--- src/rtl/alu_sequencer_if.sv ---
// Signal bundle between the switch/button front end, alu_sequencer and the 8-bit ALU.
// The slave modport is the sequencer's view. The master modport is the front end plus the ALU.
interface alu_sequencer_if #(
    parameter int unsigned AW = 4
);
    logic          prog_we;
    logic [AW-1:0] prog_addr;
    logic [11:0]   prog_data;
    logic [AW:0]   count;
    logic          start;
    logic          halt;
    logic [7:0]    alu_y;
    logic [3:0]    alu_selector;
    logic [7:0]    alu_data;
    logic          alu_enable;
    logic [7:0]    result;
    logic          result_valid;
    logic [AW-1:0] pc;
    logic          busy;
    logic          done;
    logic          err;

    modport master (
        output prog_we, prog_addr, prog_data, count, start, halt, alu_y,
        input  alu_selector, alu_data, alu_enable, result, result_valid, pc, busy, done, err
    );

    modport slave (
        input  prog_we, prog_addr, prog_data, count, start, halt, alu_y,
        output alu_selector, alu_data, alu_enable, result, result_valid, pc, busy, done, err
    );
endinterface

--- src/rtl/alu_sequencer.sv ---
// Plays a stored program of {selector, operand} words into the ALU, one enable pulse per slot,
// and captures Y after a fixed settle time.
module alu_sequencer #(
    parameter int unsigned DEPTH  = 16,
    parameter int unsigned AW     = 4,
    parameter int unsigned SETTLE = 2
) (
    input  logic           i_clock,
    input  logic           i_reset,
    alu_sequencer_if.slave bus
);
    localparam int unsigned HW      = (SETTLE > 1) ? $clog2(SETTLE) : 1;
    localparam logic [AW:0] DEPTH_W = (AW + 1)'(DEPTH);
    localparam logic [AW:0] ONE_W   = (AW + 1)'(1);

    typedef enum logic [2:0] {
        S_IDLE,
        S_SETUP,
        S_PULSE,
        S_HOLD,
        S_CAPTURE,
        S_FINISH
    } state_t;

    state_t        r_state, w_state_nx;
    logic [AW-1:0] r_pc, w_pc_nx;
    logic [AW:0]   r_n, w_n_nx;
    logic [HW-1:0] r_hold, w_hold_nx;
    logic [3:0]    r_sel, w_sel_nx;
    logic [7:0]    r_data, w_data_nx;
    logic [7:0]    r_result, w_result_nx;
    logic          r_err, w_err_nx;
    logic [11:0]   r_mem [DEPTH];

    logic          w_busy;
    logic          w_mem_we;
    logic          w_last_hold;
    logic          w_last_slot;
    logic [11:0]   w_slot0;
    logic [11:0]   w_next_slot;

    assign w_busy      = (r_state != S_IDLE) && (r_state != S_FINISH);
    assign w_last_hold = (r_hold == HW'(SETTLE - 1));
    assign w_last_slot = ({1'b0, r_pc} == (r_n - ONE_W));
    // A write to slot 0 in the start cycle must be the first command issued.
    assign w_slot0     = (bus.prog_we && (bus.prog_addr == '0)) ? bus.prog_data : r_mem[0];
    assign w_next_slot = r_mem[r_pc + AW'(1)];

    always_comb begin
        w_state_nx  = r_state;
        w_pc_nx     = r_pc;
        w_n_nx      = r_n;
        w_hold_nx   = r_hold;
        w_sel_nx    = r_sel;
        w_data_nx   = r_data;
        w_result_nx = r_result;
        w_err_nx    = r_err;
        w_mem_we    = 1'b0;

        case (r_state)
            S_IDLE: begin
                w_mem_we = bus.prog_we;
                if (bus.start && !bus.halt) begin
                    if (bus.count == '0) begin
                        w_err_nx = 1'b1;
                    end else begin
                        w_state_nx = S_SETUP;
                        w_pc_nx    = '0;
                        w_n_nx     = (bus.count > DEPTH_W) ? DEPTH_W : bus.count;
                        w_err_nx   = 1'b0;
                        w_sel_nx   = w_slot0[11:8];
                        w_data_nx  = w_slot0[7:0];
                    end
                end
            end
            S_SETUP: w_state_nx = S_PULSE;
            S_PULSE: begin
                w_state_nx = S_HOLD;
                w_hold_nx  = '0;
            end
            S_HOLD: begin
                if (w_last_hold) begin
                    w_state_nx  = S_CAPTURE;
                    w_result_nx = bus.alu_y;
                end else begin
                    w_hold_nx = r_hold + HW'(1);
                end
            end
            S_CAPTURE: begin
                if (w_last_slot) begin
                    w_state_nx = S_FINISH;
                end else begin
                    w_state_nx = S_SETUP;
                    w_pc_nx    = r_pc + AW'(1);
                    w_sel_nx   = w_next_slot[11:8];
                    w_data_nx  = w_next_slot[7:0];
                end
            end
            S_FINISH: w_state_nx = S_IDLE;
            default:  w_state_nx = S_IDLE;
        endcase

        // Commands arriving mid-run are dropped and flagged; halt overrides any transition,
        // including a capture that would otherwise land on this edge.
        if (w_busy) begin
            if (bus.prog_we || bus.start) begin
                w_err_nx = 1'b1;
            end
            if (bus.halt) begin
                w_state_nx  = S_IDLE;
                w_result_nx = r_result;
            end
        end
    end

    always_ff @(posedge i_clock) begin
        if (!i_reset) begin
            r_state  <= S_IDLE;
            r_pc     <= '0;
            r_n      <= '0;
            r_hold   <= '0;
            r_sel    <= '0;
            r_data   <= '0;
            r_result <= '0;
            r_err    <= 1'b0;
        end else begin
            r_state  <= w_state_nx;
            r_pc     <= w_pc_nx;
            r_n      <= w_n_nx;
            r_hold   <= w_hold_nx;
            r_sel    <= w_sel_nx;
            r_data   <= w_data_nx;
            r_result <= w_result_nx;
            r_err    <= w_err_nx;
        end
    end

    always_ff @(posedge i_clock) begin
        if (i_reset && w_mem_we) begin
            r_mem[bus.prog_addr] <= bus.prog_data;
        end
    end

    assign bus.alu_selector = r_sel;
    assign bus.alu_data     = r_data;
    assign bus.alu_enable   = (r_state == S_PULSE);
    assign bus.result       = r_result;
    assign bus.result_valid = (r_state == S_CAPTURE);
    assign bus.pc           = r_pc;
    assign bus.busy         = w_busy;
    assign bus.done         = (r_state == S_FINISH);
    assign bus.err          = r_err;
endmodule

--- src/flat_wrapper.sv ---
// flat-port wrapper written by rule: the top's interface ports become plain ports
module alu_sequencer_flat 
#(
    parameter int unsigned DEPTH  = 16,
    parameter int unsigned AW     = 4,
    parameter int unsigned SETTLE = 2
)
  (i_clock, i_reset, bus_prog_we, bus_prog_addr, bus_prog_data, bus_count, bus_start, bus_halt, bus_alu_y, bus_alu_selector, bus_alu_data, bus_alu_enable, bus_result, bus_result_valid, bus_pc, bus_busy, bus_done, bus_err);
  alu_sequencer_if #(.AW(AW)) bus_i ();
  input  logic i_clock;
  input  logic i_reset;
  input wire logic [$bits(bus_i.prog_we)-1:0] bus_prog_we;
  input wire logic [$bits(bus_i.prog_addr)-1:0] bus_prog_addr;
  input wire logic [$bits(bus_i.prog_data)-1:0] bus_prog_data;
  input wire logic [$bits(bus_i.count)-1:0] bus_count;
  input wire logic [$bits(bus_i.start)-1:0] bus_start;
  input wire logic [$bits(bus_i.halt)-1:0] bus_halt;
  input wire logic [$bits(bus_i.alu_y)-1:0] bus_alu_y;
  output wire logic [$bits(bus_i.alu_selector)-1:0] bus_alu_selector;
  output wire logic [$bits(bus_i.alu_data)-1:0] bus_alu_data;
  output wire logic [$bits(bus_i.alu_enable)-1:0] bus_alu_enable;
  output wire logic [$bits(bus_i.result)-1:0] bus_result;
  output wire logic [$bits(bus_i.result_valid)-1:0] bus_result_valid;
  output wire logic [$bits(bus_i.pc)-1:0] bus_pc;
  output wire logic [$bits(bus_i.busy)-1:0] bus_busy;
  output wire logic [$bits(bus_i.done)-1:0] bus_done;
  output wire logic [$bits(bus_i.err)-1:0] bus_err;
  assign bus_i.prog_we = bus_prog_we;
  assign bus_i.prog_addr = bus_prog_addr;
  assign bus_i.prog_data = bus_prog_data;
  assign bus_i.count = bus_count;
  assign bus_i.start = bus_start;
  assign bus_i.halt = bus_halt;
  assign bus_i.alu_y = bus_alu_y;
  assign bus_alu_selector = bus_i.alu_selector;
  assign bus_alu_data = bus_i.alu_data;
  assign bus_alu_enable = bus_i.alu_enable;
  assign bus_result = bus_i.result;
  assign bus_result_valid = bus_i.result_valid;
  assign bus_pc = bus_i.pc;
  assign bus_busy = bus_i.busy;
  assign bus_done = bus_i.done;
  assign bus_err = bus_i.err;
  alu_sequencer #(.DEPTH(DEPTH), .AW(AW), .SETTLE(SETTLE)) u_core (.i_clock(i_clock), .i_reset(i_reset), .bus(bus_i));
endmodule
--- config.mk ---
export PLATFORM = sky130hd
export DESIGN_NAME = alu_sequencer_flat
export DESIGN_NICKNAME = d
export VERILOG_FILES = /design/src/rtl/alu_sequencer_if.sv /design/src/rtl/alu_sequencer.sv /design/src/flat_wrapper.sv
export SDC_FILE = /design/constraint.sdc
export NUM_CORES = 1
export LEC_CHECK = 0
export BUFFER_PORTS_ARGS = -buffer_cell sky130_fd_sc_hd__buf_4
export CORE_ASPECT_RATIO = 1.75
export CORE_MARGIN = 3
export CORE_UTILIZATION = 60
export DETAILED_ROUTE_END_ITERATION = 8
export HOLD_SLACK_MARGIN = 0.15
export PLACE_DENSITY = 0.76
export SYNTH_ARGS = -nofsm -noshare
export SYNTH_HDL_FRONTEND = slang
export SYNTH_SLANG_ARGS = --single-unit
--- constraint.sdc ---
create_clock -name i_clock -period 3.2 [get_ports i_clock]
set_input_delay 0.48 -clock i_clock [delete_from_list [all_inputs] [get_ports i_clock]]
set_output_delay 0.48 -clock i_clock [all_outputs]
set_load 0.03 [all_outputs]
==> results.md <==
- The flow ran to the end, and the final reports show no timing, DRC or antenna violations.
- The detailed route wirelength on metal3 is ~1000 um.
- The internal portion of the total power is 4620 uW.
- The floorplan has 59 rows.
- The buffer levels on the longest clock path is 3.
- At the placement stage, the worst setup path has a slack of between 0.5 and 0.6 ns.
- The main flop type after synthesis is sky130_fd_sc_hd__edfxtp_1.
- The average vias per placed instance is ~6.3.
- The total routing usage reported by global routing is 24.0%.
- Buffers inserted to repair hold after CTS numbered 0.
- Counting flops and latches in the post-synthesis netlist gives 226.
- The uppermost metal layer occupied by signal nets is met4.
- After detailed routing, the total wire length is about 20000 um.
- The register clock-pin slew on the reported worst setup and hold paths is 0.06 ns.
- The number of cells on the worst reg-to-reg path is 5.
- The largest individual stage delay along the critical path comes from the cell sky130_fd_sc_hd__or3b_1.
- The total area inside the core boundary comes to 0.0150 mm2.
- The proportion of register bits with asynchronous set or reset after synthesis is 0%.
- The post-CTS setup buffer count is 0.
- The length of the first detailed-routing pass in iterations is 7.
- The power density relative to cell area is approximately 540 mW/mm2.
- The number of inserted diodes is 0.
- Synthesis produced between 600 and 700 cells.
- Once the floorplan was initialized, standard cells occupied 61.7% of the core.
- The number of ports placed on the die boundary is between 60 and 70.
- The path category of the worst min-delay check is input pin to flip-flop.
- Of all cell types, the one taking the most synthesized area is sky130_fd_sc_hd__edfxtp_1.
- The share of the Yosys chip area taken by registers is roughly 70%.
- In this run the worst path has a maximum fanout of 16.
- The buffer type at the clock tree root is sky130_fd_sc_hd__clkbuf_16.
- Setup slack on the critical path of the routed design comes to 0.464 ns.
- The number of failing hold endpoints at the final stage is 0.
- The worst-case register-to-register setup slack is between 0.4 and 0.5 ns.
- The area of the die is 0.0170 mm2.
- STA classifies the critical path endpoint as a flip-flop.
- The TritonCTS buffer count is 20.
- Cells with a size suffix above 1 make up a little over a fifth of the layout.
- The post-synthesis to final-layout area growth is 14.9%.
- The critical path goes through or3b_1 -> nor3_4 -> and4_1 -> o21a_1 -> a22o_1.
- The via count of the first global-routing pass is about 5800.
- In this run the mean area of a mapped cell was roughly 15 um2.
- Entering global routing, the biggest net connects 41 pins.
- The max-cap check violation count is 0.
- The count of final max-slew check failures was 0.
- Summed over all nets, wire length on met2 after detailed routing comes to 11000 um.
- Timing would allow up to 0.366 GHz.
- Data on the critical path is required at its endpoint by 3.64 ns.
- In the layout the commonest cells are sky130_fd_sc_hd__edfxtp_1 (192), sky130_fd_sc_hd__nand2_1 (99), sky130_fd_sc_hd__buf_4 (85).
- The count of placed standard cells including taps is roughly 870.
- The first global-routing pass estimated between 30000 and 40000 um of wire.
- The synthesis warning total is 0.
- The overall overflow remaining after global route is 0.
- The worst hold-check slack is roughly 0.21 ns.
- The synthesized design contains around 190 enable-type register cells.
- The area share of the leading cell type in the synthesized netlist is 62.4%.
- The post-synthesis cell type count is a little over 50.
- The insertion delay to the later sink of the worst-skew pair is 0.49 ns.
- In this run the number of H-tree levels came out at 1.
- The switching power share of the total is around a fifth.
- The total via count in the routed design is 5657.
- The violation count after the first detailed-route iteration is between 500 and 600.
- The critical path runs through a total of 5 cells.
- TritonCTS built the clock tree.
- When the netlist entered floorplanning its net count stood at about 670.
- At the pin with the least slew margin, the transition time is 0.961 ns.
- The kind of cell adding the most delay to the critical path is simple AND/OR/NAND/NOR gates.
- Summed over all cells, the static leakage comes to roughly 0.0036 uW.
- Routability-driven placement finished with a final weighted congestion of around 0.9.
- STA classifies the critical path startpoint as a flip-flop.
- By area the synthesized netlist is led by sky130_fd_sc_hd__edfxtp_1 (62%), sky130_fd_sc_hd__dfxtp_1 (7.4%), sky130_fd_sc_hd__mux4_2 (6.3%).
- The end-of-flow core utilization is 70.9%.
- The clock network burns roughly two fifths of the power.
- The height of the die is about 170 um.
- The wire-length estimate of the detail-placed layout is around 14000 um.
- The share of total power dissipated in combinational logic is 3.4%.
- The number of gates resized after CTS was 0.
- The total DRC errors in the routed layout is 0.
- The routed length on met1 is approximately 7100 um.
- The proportion of power drawn by flip-flops and latches is 56.3%.
- The number of nets in the final layout is 740.
- The final setup violation count is 0.
- VDD sags by at most between 0.0005 and 0.0006 V.
- The smallest clock period supported by the final layout is computed as 2.74 ns.
- The die is between 90 and 100 um wide.
- The start-to-end type of the worst setup path is flip-flop to flip-flop.
- For this run, the number of standard cells in the final layout without fillers is 901.
- Setup repair after global routing left no endpoint under its margin.
- The worst hold path passes through 2 cells.
- The final critical-path share of the clock period is ~85%.
- The quantity of I/O buffers inserted on ports is 62.
- On the worst path, the slowest cell contributes a delay of approximately 0.69 ns.
- The clock sink count is between 200 and 250.
- The buffers plus inverters on the worst setup path is 0.
- The max-slew headroom at the worst pin is roughly 36%.
- The total negative slack for setup checks is 0 ns.
- The number of antenna violations at the first check in global routing is 0.
- The count of nets left with antenna violations once routing finished came out at 0.
- Between clock sinks in the finished design, the worst skew comes to between 0.007 and 0.008 ns.
- The library cell used most frequently in the layout, excluding fill and tap cells, is sky130_fd_sc_hd__edfxtp_1.
- The switching power of the nets is 1120 uW.
- Data arrives at the worst endpoint at approximately 3.2 ns.
- After synthesis the cells add up to 0.00924 mm2.
- Dividing the detail-routed wire length by the instance count gives about 22 um.
final timing paths:
path	from	end
setup reg to reg	u_core.r_state[2]	u_core.bus.alu_data[4]
setup / recovery	u_core.r_state[2]	u_core.bus.alu_data[4]
hold reg to reg	u_core.bus.result[4]	u_core.bus.result[4]
hold / removal	bus_halt	u_core.r_state[0]
metal layers:
| layer | up-vias | GRT usage, % |
|---|---|---|
| met5 | - | 0 |
| met4 | 0 | 9.45 |
| met3 | 61 | 2.83 |
| met2 | 205 | 43.8 |
| met1 | 2818 | 28.6 |
| li1 | 2573 | - |
Yosys cell counts, drive strengths merged (2+ instances only):
| cell | count |
|---|---|
| a2111oi | 2 |
| a21oi | 21 |
| a221oi | 10 |
| a22o | 2 |
| a32o | 10 |
| a41o | 10 |
| and2 | 2 |
| and3 | 3 |
| buf | 21 |
| clkbuf | 18 |
| dfxtp | 34 |
| edfxtp | 192 |
| ha | 2 |
| inv | 3 |
| mux2i | 27 |
| mux4 | 26 |
| nand2 | 99 |
| nand2b | 6 |
| nand3 | 55 |
| nand3b | 2 |
| nand4 | 2 |
| nor2 | 28 |
| nor2b | 6 |
| nor3 | 10 |
| nor3b | 9 |
| o21ai | 7 |
| or3 | 2 |
| xnor2 | 7 |
| xor2 | 4 |
cell type report:
class	instances	area [um2]
well taps	183	229
flip-flops and latches	226	6450
repair buffers	86	658
clock buffers	29	576
inverters	4	16.3
clock inverters	7	58.8
multi-input cells	366	2640
fillers	966	4360
state kept, by name (all words and copies together) (netlist names):
name                     count
u_core.r_n                   5
u_core.bus.err               1
u_core.r_state               3
u_core.r_mem               192
u_core.bus.result            8
u_core.r_hold                1
u_core.bus.alu_selector      4
u_core.bus.pc                4
u_core.bus.alu_data          8
logic make-up (layout without fill, tap and decap cells):
| logic type | after synthesis | count (layout) | synth area share (%) |
|---|---|---|---|
| adder cells (fa/ha/maj) | 2 | 2 | 0.271 |
| buffers and inverters | 43 | 126 | 2.26 |
| AO/OA/AOI/OAI | 69 | 69 | 5.67 |
| flip-flops | 226 | 226 | 69.7 |
| AND/OR/NAND/NOR | 230 | 230 | 11.6 |
| XOR/XNOR | 11 | 11 | 1.04 |
| multiplexers | 54 | 54 | 9.38 |
per-stage QoR:
stage                     cell area (um2)  power, uW
after floorplan                      9240       3380
after global placement               9990       3480
after detailed placement             9990       3490
after CTS                           10600       5780
after global routing                10600       5900
final                               10600       5740
worst register-to-register path: cells and delay by family, from the launching register on:
kind | cells | cell delay (ns)
AND/OR/NAND/NOR | 3 | 1.39
AO/OA/AOI/OAI | 2 | 0.72
flip-flops | 1 | 0.56
power by group through the flow:
stage                     clock (uW)  combinational (uW)  sequential, uW
after floorplan                    0                72.9            3310
after global placement             0                 188            3290
after detailed placement           0                 196            3300
after CTS                       2350                 197            3230
after global routing            2450                 214            3230
final                           2310                 198            3230
Note: power is estimated with default switching activity, not from simulation.
